### config.mk
export PLATFORM = sky130hd
export DESIGN_NAME = butterfly_sched
export DESIGN_NICKNAME = d
export VERILOG_FILES = /design/src/rtl/fft_pkg.sv /design/src/rtl/fft_addr_gen.sv /design/src/rtl/butterfly_sched.sv
export SDC_FILE = /design/constraint.sdc
export NUM_CORES = 1
export LEC_CHECK = 0
export BUFFER_PORTS_ARGS = -buffer_cell sky130_fd_sc_hd__buf_2
export CAP_MARGIN = 5
export CORE_MARGIN = 2
export CORE_UTILIZATION = 45
export DETAILED_ROUTE_END_ITERATION = 8
export GPL_TIMING_DRIVEN = 0
export SLEW_MARGIN = 30
export SYNTH_ARGS = -nofsm -noshare
export SYNTH_HDL_FRONTEND = slang
export SYNTH_SLANG_ARGS = --single-unit
### constraint.sdc
create_clock -name clk -period 3.3 [get_ports clk]
set_input_delay 0.825 -clock clk [delete_from_list [all_inputs] [get_ports clk]]
set_output_delay 0.825 -clock clk [all_outputs]
set_load 0.005 [all_outputs]
### src/rtl/fft_pkg.sv
// Shared FFT sequencer definitions: FSM state encoding, default butterfly latency,
// and a bit-reverse helper for preparing input sample order.
package fft_pkg;

  typedef enum logic [2:0] {
    IDLE,
    ALIGN,
    RUN,
    DRAIN,
    DONE
  } fsm_state_t;

  localparam int BF_LAT_DEF = 3;

  // Reverse the low 'bits' bits of v (bits <= 12); upper bits return as zero.
  function automatic logic [11:0] bit_rev(input logic [11:0] v, input int bits);
    logic [11:0] r;
    r = '0;
    for (int i = 0; i < 12; i++) begin
      if (i < bits) r[bits-1-i] = v[i];
    end
    return r;
  endfunction

endpackage

### src/rtl/fft_addr_gen.sv
// Combinational radix-2 DIT address generator: maps (stage, butterfly index) to the
// in-place lo/hi sample addresses and the twiddle ROM address.
module fft_addr_gen #(
  parameter int LOG2N = 6,
  parameter int SW    = 3
) (
  input  logic [SW-1:0]    stage,
  input  logic [LOG2N-2:0] bfly,
  output logic [LOG2N-1:0] lo,
  output logic [LOG2N-1:0] hi,
  output logic [LOG2N-2:0] tw
);

  localparam int TW_W = LOG2N - 1;

  logic [LOG2N-1:0] jw;
  logic [LOG2N-1:0] span;
  logic [LOG2N-1:0] low;

  always_comb begin
    jw   = LOG2N'(bfly);
    span = LOG2N'(1) << stage;
    low  = jw & (span - LOG2N'(1));
    // Insert a zero at bit 'stage' of j: that bit selects lo vs hi of the pair.
    lo   = (((jw >> stage) << 1) << stage) | low;
    hi   = lo | span;
    tw   = TW_W'(low << (LOG2N - 1 - int'(stage)));
  end

endmodule

### src/rtl/butterfly_sched.sv
// In-place radix-2 DIT FFT sequencer driving one shared 2-cycle butterfly.
// Optional build macro BFLY_SCHED_PERF_EN adds a 16-bit busy-cycle counter port.
module butterfly_sched
  import fft_pkg::*;
#(
  parameter int LOG2N  = 6,
  parameter int BF_LAT = BF_LAT_DEF,
  parameter int RD_LAT = 1
) (
  input  logic             clk,
  input  logic             rst,
  input  logic             start,
  output logic             busy,
  output logic             done,
  output logic             bf_rst,
  output logic [LOG2N-1:0] rd_addr_a,
  output logic [LOG2N-1:0] rd_addr_b,
  output logic [LOG2N-2:0] tw_addr,
  output logic             wr_en,
  output logic [LOG2N-1:0] wr_addr_a,
  output logic [LOG2N-1:0] wr_addr_b
`ifdef BFLY_SCHED_PERF_EN
  ,
  output logic [15:0]      cycle_cnt
`endif
);

  localparam int SW        = $clog2(LOG2N);
  localparam int JW        = LOG2N - 1;
  localparam int DRAIN_LEN = BF_LAT + 2;
  localparam int DW        = $clog2(DRAIN_LEN);
  // Edges from an address update to the matching write strobe: RAM read, butterfly, output reg.
  localparam int WB_DLY    = RD_LAT + BF_LAT + 1;

  localparam logic [JW-1:0] JLAST = '1;
  localparam logic [SW-1:0] SLAST = SW'(LOG2N - 1);
  localparam logic [DW-1:0] DLAST = DW'(DRAIN_LEN - 1);

  typedef struct packed {
    logic             v;
    logic [LOG2N-1:0] lo;
    logic [LOG2N-1:0] hi;
  } wb_t;

  fsm_state_t    state, state_nxt;
  logic [SW-1:0] stage, stage_nxt;
  logic [JW-1:0] bfly, bfly_nxt;
  logic [DW-1:0] dcnt, dcnt_nxt;
  // Which of the two issue cycles of the current butterfly we are in.
  logic          half, half_nxt;
  logic          load;
  logic          iss;

  logic [LOG2N-1:0] gen_lo, gen_hi;
  logic [LOG2N-2:0] gen_tw;

  wb_t wb_pipe [WB_DLY];

  fft_addr_gen #(
    .LOG2N (LOG2N),
    .SW    (SW)
  ) u_addr_gen (
    .stage (stage_nxt),
    .bfly  (bfly_nxt),
    .lo    (gen_lo),
    .hi    (gen_hi),
    .tw    (gen_tw)
  );

  // NOTE: every combinational output gets a default first, so no path leaves it unassigned (no latch).
  always_comb begin
    state_nxt = state;
    stage_nxt = stage;
    bfly_nxt  = bfly;
    dcnt_nxt  = dcnt;
    half_nxt  = half;
    load      = 1'b0;

    unique case (state)
      IDLE: begin
        if (start) begin
          state_nxt = ALIGN;
          stage_nxt = '0;
          bfly_nxt  = '0;
        end
      end
      ALIGN: begin
        state_nxt = RUN;
        half_nxt  = 1'b0;
        load      = 1'b1;
      end
      RUN: begin
        half_nxt = ~half;
        if (half) begin
          if (bfly == JLAST) begin
            state_nxt = DRAIN;
            dcnt_nxt  = '0;
          end else begin
            bfly_nxt = bfly + JW'(1);
            load     = 1'b1;
          end
        end
      end
      DRAIN: begin
        // Fixed wait so the last in-place write of this stage lands before the next stage reads.
        dcnt_nxt = dcnt + DW'(1);
        if (dcnt == DLAST) begin
          if (stage == SLAST) begin
            state_nxt = DONE;
          end else begin
            state_nxt = RUN;
            stage_nxt = stage + SW'(1);
            bfly_nxt  = '0;
            half_nxt  = 1'b0;
            load      = 1'b1;
          end
        end
      end
      DONE: state_nxt = IDLE;
      default: state_nxt = IDLE;
    endcase
  end

  // NOTE: state registers use non-blocking assignments so every flop samples pre-edge values.
  always_ff @(posedge clk or negedge rst) begin
    if (!rst) begin
      state     <= IDLE;
      stage     <= '0;
      bfly      <= '0;
      dcnt      <= '0;
      half      <= 1'b0;
      iss       <= 1'b0;
      busy      <= 1'b0;
      done      <= 1'b0;
      bf_rst    <= 1'b1;
      rd_addr_a <= '0;
      rd_addr_b <= '0;
      tw_addr   <= '0;
    end else begin
      state  <= state_nxt;
      stage  <= stage_nxt;
      bfly   <= bfly_nxt;
      dcnt   <= dcnt_nxt;
      half   <= half_nxt;
      iss    <= load;
      busy   <= (state_nxt != IDLE);
      done   <= (state_nxt == DONE);
      bf_rst <= (state_nxt == IDLE);
      if (load) begin
        rd_addr_a <= gen_lo;
        rd_addr_b <= gen_hi;
        tw_addr   <= gen_tw;
      end
    end
  end

  // Write-back delay line carrying each butterfly's (lo, hi) pair to its write strobe.
  // NOTE: the delay line is reset too, so an aborted run cannot emit a stale write strobe.
  always_ff @(posedge clk or negedge rst) begin
    if (!rst) begin
      for (int i = 0; i < WB_DLY; i++) wb_pipe[i] <= '0;
    end else begin
      wb_pipe[0] <= '{v: iss, lo: rd_addr_a, hi: rd_addr_b};
      for (int i = 1; i < WB_DLY; i++) wb_pipe[i] <= wb_pipe[i-1];
    end
  end

  assign wr_en     = wb_pipe[WB_DLY-1].v;
  assign wr_addr_a = wb_pipe[WB_DLY-1].lo;
  assign wr_addr_b = wb_pipe[WB_DLY-1].hi;

`ifdef BFLY_SCHED_PERF_EN
  always_ff @(posedge clk or negedge rst) begin
    if (!rst) begin
      cycle_cnt <= '0;
    end else if ((state == IDLE) && start) begin
      cycle_cnt <= '0;
    end else if (busy) begin
      cycle_cnt <= cycle_cnt + 16'd1;
    end
  end
`endif

endmodule
[After elaboration in Yosys (flattened, before gate mapping)]
Cells that the tools add are included.
Operators by class
  add/subtract/negate cells: 5
  multiply operators: 0
  div/mod/pow operators: 0
  order comparisons: 0
  eq/ne operators: 11
  shift-type cells: 4
  mux-type cells: 27
  bitwise gates (word level): 4
  reductions and logical operators: 7
Operator list (count)
  6-bit by 32-bit left shift with 5-bit output: 1
  3-bit two-way mux: 10
  5-bit two-way mux: 5
  5-bit case mux with 3 select lines: 1
  6-bit OR: 2
  3-bit case mux with 2 select lines: 2
  3-bit case mux with 4 select lines: 1
  3-bit == test (second input constant): 3
  2-bit inequality test (second input constant): 4
  3-bit by 1-bit adder with 3-bit output (second input constant): 2
  5-bit by 6-bit bitwise AND with 6-bit output: 1
  3-bit by 2-bit == test with 1-bit output (second input constant): 2
  3-bit logical NOT: 2
  1-bit two-way mux: 6
  1-bit case mux with 3 select lines: 2
  3-bit AND reduction: 2
  3-bit nonzero test: 2
  1-bit by 3-bit left shift with 6-bit output (first input constant): 1
  6-bit by 3-bit left shift with 6-bit output: 1
  6-bit by 1-bit subtractor with 6-bit output (second input constant): 1
  5-bit by 1-bit adder with 5-bit output (second input constant): 1
  5-bit == test (second input constant): 1
  5-bit by 3-bit >> shifter with 5-bit output: 1
  3-bit by 3-bit subtractor with 4-bit output (first input constant): 1
  other kinds (3): 3
Word-level totals
  bits in registers: 101
  bits in latches: 0
  RAM bits: 0
  bits in read-only memories: 0
  input port bits: 3
  output and inout bits: 33
  word-level logic and storage cells: 85
  memories: 0

[Depth between registers and ports, before layout]
  depth in word-level cells: 9
  gate-level depth with buffers: 14
  depth with buffers taken out: 13

[Modules after synthesis]
From an unflattened synthesis, not the netlist that was laid out.
Second synthesis, totals
  cells, all modules: 280
  area, all modules: 3834.9 sq um
By module, submodules not included
  butterfly_sched: instances 1, cells an instance 216, area each 3430.8 sq um
  fft_addr_gen: instances 1, cells an instance 64, area each 404.1 sq um

[Worst setup path before layout]
No wires, ideal clock.
  kind: in2reg
  start: in start
  end: reg tw_addr[4]
  arrival time: 3.020 ns
  slack: 0.179 ns
  cell stages on the path: 12
  cells stage by stage: or4b_4 -> nand2_1 -> mux2_4 -> inv_2 -> buf_4 -> nor2_1 -> nand2_1 -> ha_1 -> or3_1 -> o21ai_1 -> o211ai_1 -> o311ai_2
Between the ends
  word-level cells in the longest chain between the ends: 6
  elaborated cells between the ends (all ways): 9
RTL lines
  start: declaration: RTL line butterfly_sched.sv:12  | input logic start,
  3-bit two-way mux *: RTL line butterfly_sched.sv:81  | if (start) begin
  3-bit case mux with 2 select lines *: RTL line butterfly_sched.sv:79  | unique case (state)
  via stage_nxt[1]: RTL line butterfly_sched.sv:46  | logic [SW-1:0] stage, stage_nxt;
  1-bit by 3-bit left shift with 6-bit output: RTL line fft_addr_gen.sv:22  | span = LOG2N'(1) << stage;
  6-bit by 1-bit subtractor with 6-bit output: RTL line fft_addr_gen.sv:23  | low = jw & (span - LOG2N'(1));
  5-bit by 6-bit bitwise AND with 6-bit output: RTL line fft_addr_gen.sv:23
  6-bit by 32-bit left shift with 5-bit output *: RTL line fft_addr_gen.sv:27  | tw = TW_W'(low << (LOG2N - 1 - int'(stage)));
  end signal: assignment: RTL line butterfly_sched.sv:152  | tw_addr <= gen_tw;
  end: declaration: RTL line butterfly_sched.sv:18  | output logic [LOG2N-2:0] tw_addr,
The timed path passes the listed nets; every way through them passes the cells marked *.
A chain may end at the register's enable or synchronous reset.

[Final worst setup path]
  start: in start
  end: reg tw_addr[2]
Same word-level chain as after synthesis.

==> results by group <==
Drt
  • Pre-antenna DRT Iters: 4
  • DRT iter0 DRCs: 129
  • ANT nets after route: 0
  • Routed WL per cell: 14.41 um
  • Drt drc: 0
  • Via count: 2334
  • DR vias/cell: 5.152
  • WL final: 6.526 mm

Synthesis
  • Mapped Nets: 306
  • Ys Warns: 0
  • Register area share after synthesis: 0.6723
  • Post-synth EDFFs: 0
  • Post-synthesis cell type count: 59
  • Synth Flop Type: dfrtp_1
  • Avg Synthesized Cell Area: 12.71 sq um
  • Post-Synthesis Cells: around 300
  • Yosys reg bits: 101
  • Synthesized area: 3761 sq um
  • Fraction of registers with async set/reset: 1.000

Layout
  • Ant diodes: 0
  • Most frequent cells in the layout: dfrtp_1 (100), buf_2 (39), nand2_1 (33)
  • Nets: 353
  • Commonest non-fill, non-tap cell in the layout: dfrtp_1
  • Area grow syn2layout: 14.37%
  • Fin util: 0.5262
  • Layout cells sized above 1: 0.2759
  • Layout Cells excl Fill: 453

Clocking
  • TritonCTS clock tree: done
  • Clk_lat worst skew: 360 ps
  • Clk sinks: 101
  • CTS H-tree depth: 3
  • Clock transition at path regs: around 100 ps
  • CTS Buf Count: 9
  • Hold_buf cts: 0
  • Root Driver: clkbuf_8
  • Clock Tree Buf Depth: 2

Timing
  • Final Hold Violating Endpoints: 0
  • Worst-Margin Slew: about 650 ps
  • Clk_skew: 9.546 ps
  • Fmax: 320.6 MHz
  • Final slew viol count: 0
  • Final setup fails: 0
  • Fin crit share: 0.9453
  • Max-slew headroom: 0.5654
  • Minimum clock period: about 3100 ps
  • RSZ-0062 raised after global routing: no

Pwr
  • Power consumption: 2072 uW
  • Max IR drop VDD: ~0.2 mV
  • Power per Cell Area: 481.7 nW/um^2
  • Leak: 0.002106 uW

Worst setup path
  • CP Max Fanout: 11
  • Crit path from: start
  • Buf+Inv Stages, Crit Path: 3
  • Cell family with most CP delay: simple AND/OR/NAND/NOR gates
  • Critical path class: primary input to flip-flop
  • Worst EP required: 3590 ps
  • Sequence of cells on the critical path: buf_2 -> or4b_4 -> nand2_1 -> mux2_4 -> inv_2 -> buf_4 -> nor2_2 -> nand2_1 -> ha_1 -> or3_1 -> o21ai_2 -> o21ai_0 -> o21ai_1
  • Worst reg2reg startpoint: state[1]
  • Critical-path top delay cell: or4b_4
  • R2R Setup Slk: 210 ps
  • Reg2reg path depth: 12
  • Most used cell, CP: nand2_1
  • Setup crit end: tw_addr[2]
  • WP depth: 13
  • Crit-path max cell delay: between 400 and 500 ps
  • CP endpoint kind: flip-flop
  • R2R Path End: tw_addr[2]
  • Crit start category: primary input
  • CP arrival: 3410 ps

GRT
  • First-pass GRT wire length: about 11 mm
  • Grt peak-use layer: met2
  • GR Util met2: 0.2441
  • Met1 usage: 0.2183
  • Overflow after GRT: 0
  • Total GRT Usage: 0.1608
  • Largest net degree at the start of global routing: 67
  • Vias in the first global route: roughly 2300
  • Initial antenna violation count: 0
  • Global routing met3 resource utilization: 0.02846

Placed design
  • Placed instance count: 437
  • Detail Placement HPWL: 4.407 mm
  • # port buffers: 35
  • RD Place Congestion: 0.8711

Hold path
  • Hold WC Path Type: primary input to async pin

Floorplanning
  • Chip height: 95.42 um
  • DIE WIDTH: 95.42 um
  • CORE AREA: 8175 sq um
  • Row Count: 33
  • I/O Pins: 36
  • Die area: between 9000 and 10000 sq um
  • Initial core utilization: 0.4601

Job
  • Max cap viols: 0

Run status
  • Run status: finished, final reports clean
[layout make-up]
type / instances / area [sq um]
Fill cell: 756 / 3874
Sequential cell: 101 / 2529
Multi-Input combinational cell: 159 / 1036
Timing Repair Buffer: 36 / 209.0
Buffer: 25 / 163.9
Tap cell: 105 / 131.4
Clock buffer: 9 / 123.9
Clock inverter: 7 / 67.56
Inverter: 11 / 41.29
[how the worst min path moves through the flow]
stage                           start           end  slack (ps)  depth (start not counted)
after global placement    wb_pipe[60]   wb_pipe[47]         330                          0
after detailed placement  wb_pipe[28]   wb_pipe[15]         330                          0
after floorplan           wb_pipe[26]   wb_pipe[13]         330                          0
final                             rst  wr_addr_a[0]         340                          1
after CTS                         rst  wr_addr_a[0]         330                          1
after global routing              rst  wr_addr_a[0]         340                          1
[routing by layer]
layer	vias to the layer above	wire, um
met4	0	189
met5	-	0
met3	17	280
met2	57	3106
met1	1137	2950
li1	1123	-
[registers in the layout, indices dropped and copies added (netlist names), 3 cells and up]
| signal | cells |
|---|---|
| wb_pipe | 52 |
| rd_addr_a | 6 |
| rd_addr_b | 6 |
| wr_addr_a | 6 |
| wr_addr_b | 6 |
| bfly | 5 |
| tw_addr | 5 |
| dcnt | 3 |
| stage | 3 |
| state | 3 |
[repair_timing]
action                                  4_1_cts  5_1_grt
setup buffers                                 0        0
resized for setup                             0        3
endpoints found under the setup margin        0        6
[kinds of logic after synthesis]
family	share of synthesized area
DFF	0.6723
and+or+nand+nor	0.1118
AOI/OAI and AO/OA	0.1224
buffers and inverters	0.05456
adders and majority gates	0.02329
muxes	0.01098
xor gates and xnor gates	0.004658
[synthesized netlist by cell type (3+ instances only)]
library cell  count  area (sq um)
inv_2             5         18.77
nor3_1            8         40.04
clkbuf_1          4         15.01
buf_4            15         112.6
buf_2             5         25.02
nand3_1           3         15.01
nor2_1           11         41.29
dfrtp_1         100          2502
o21ai_1           8         40.04
ha_1              7         87.58
inv_1             6         22.52
o211ai_1          6         45.04
o21ai_0          10         50.05
a31oi_1          10         62.56
and3_1            3         18.77
a21oi_1           9         45.04
nand2_1          34         127.6
[per-stage QoR]
| step | setup slack [ps] | cell area, sq um | setup TNS [ps] | hold WS [ps] |
|---|---|---|---|---|
| detailed placement | -332.5 | 4101 | -1726 | 334.7 |
| global placement | -307.0 | 4068 | -1662 | 331.2 |
| floorplan | 179.1 | 3761 | 0 | 331.2 |
| global route | 17.57 | 4302 | 0 | 340.6 |
| finish | 180.5 | 4302 | 0 | 337.2 |
| CTS | 44.54 | 4293 | 0 | 328.8 |
[power by group]
| part | switching [uW] | internal, uW | leakage [uW] |
|---|---|---|---|
| Sequential | 8.18 | 1260 | 0.00126 |
| Clock | 450 | 292 | 0.0000989 |
| Combinational | 40.9 | 22.2 | 0.000749 |
Note: power is estimated with default switching activity, not from simulation.
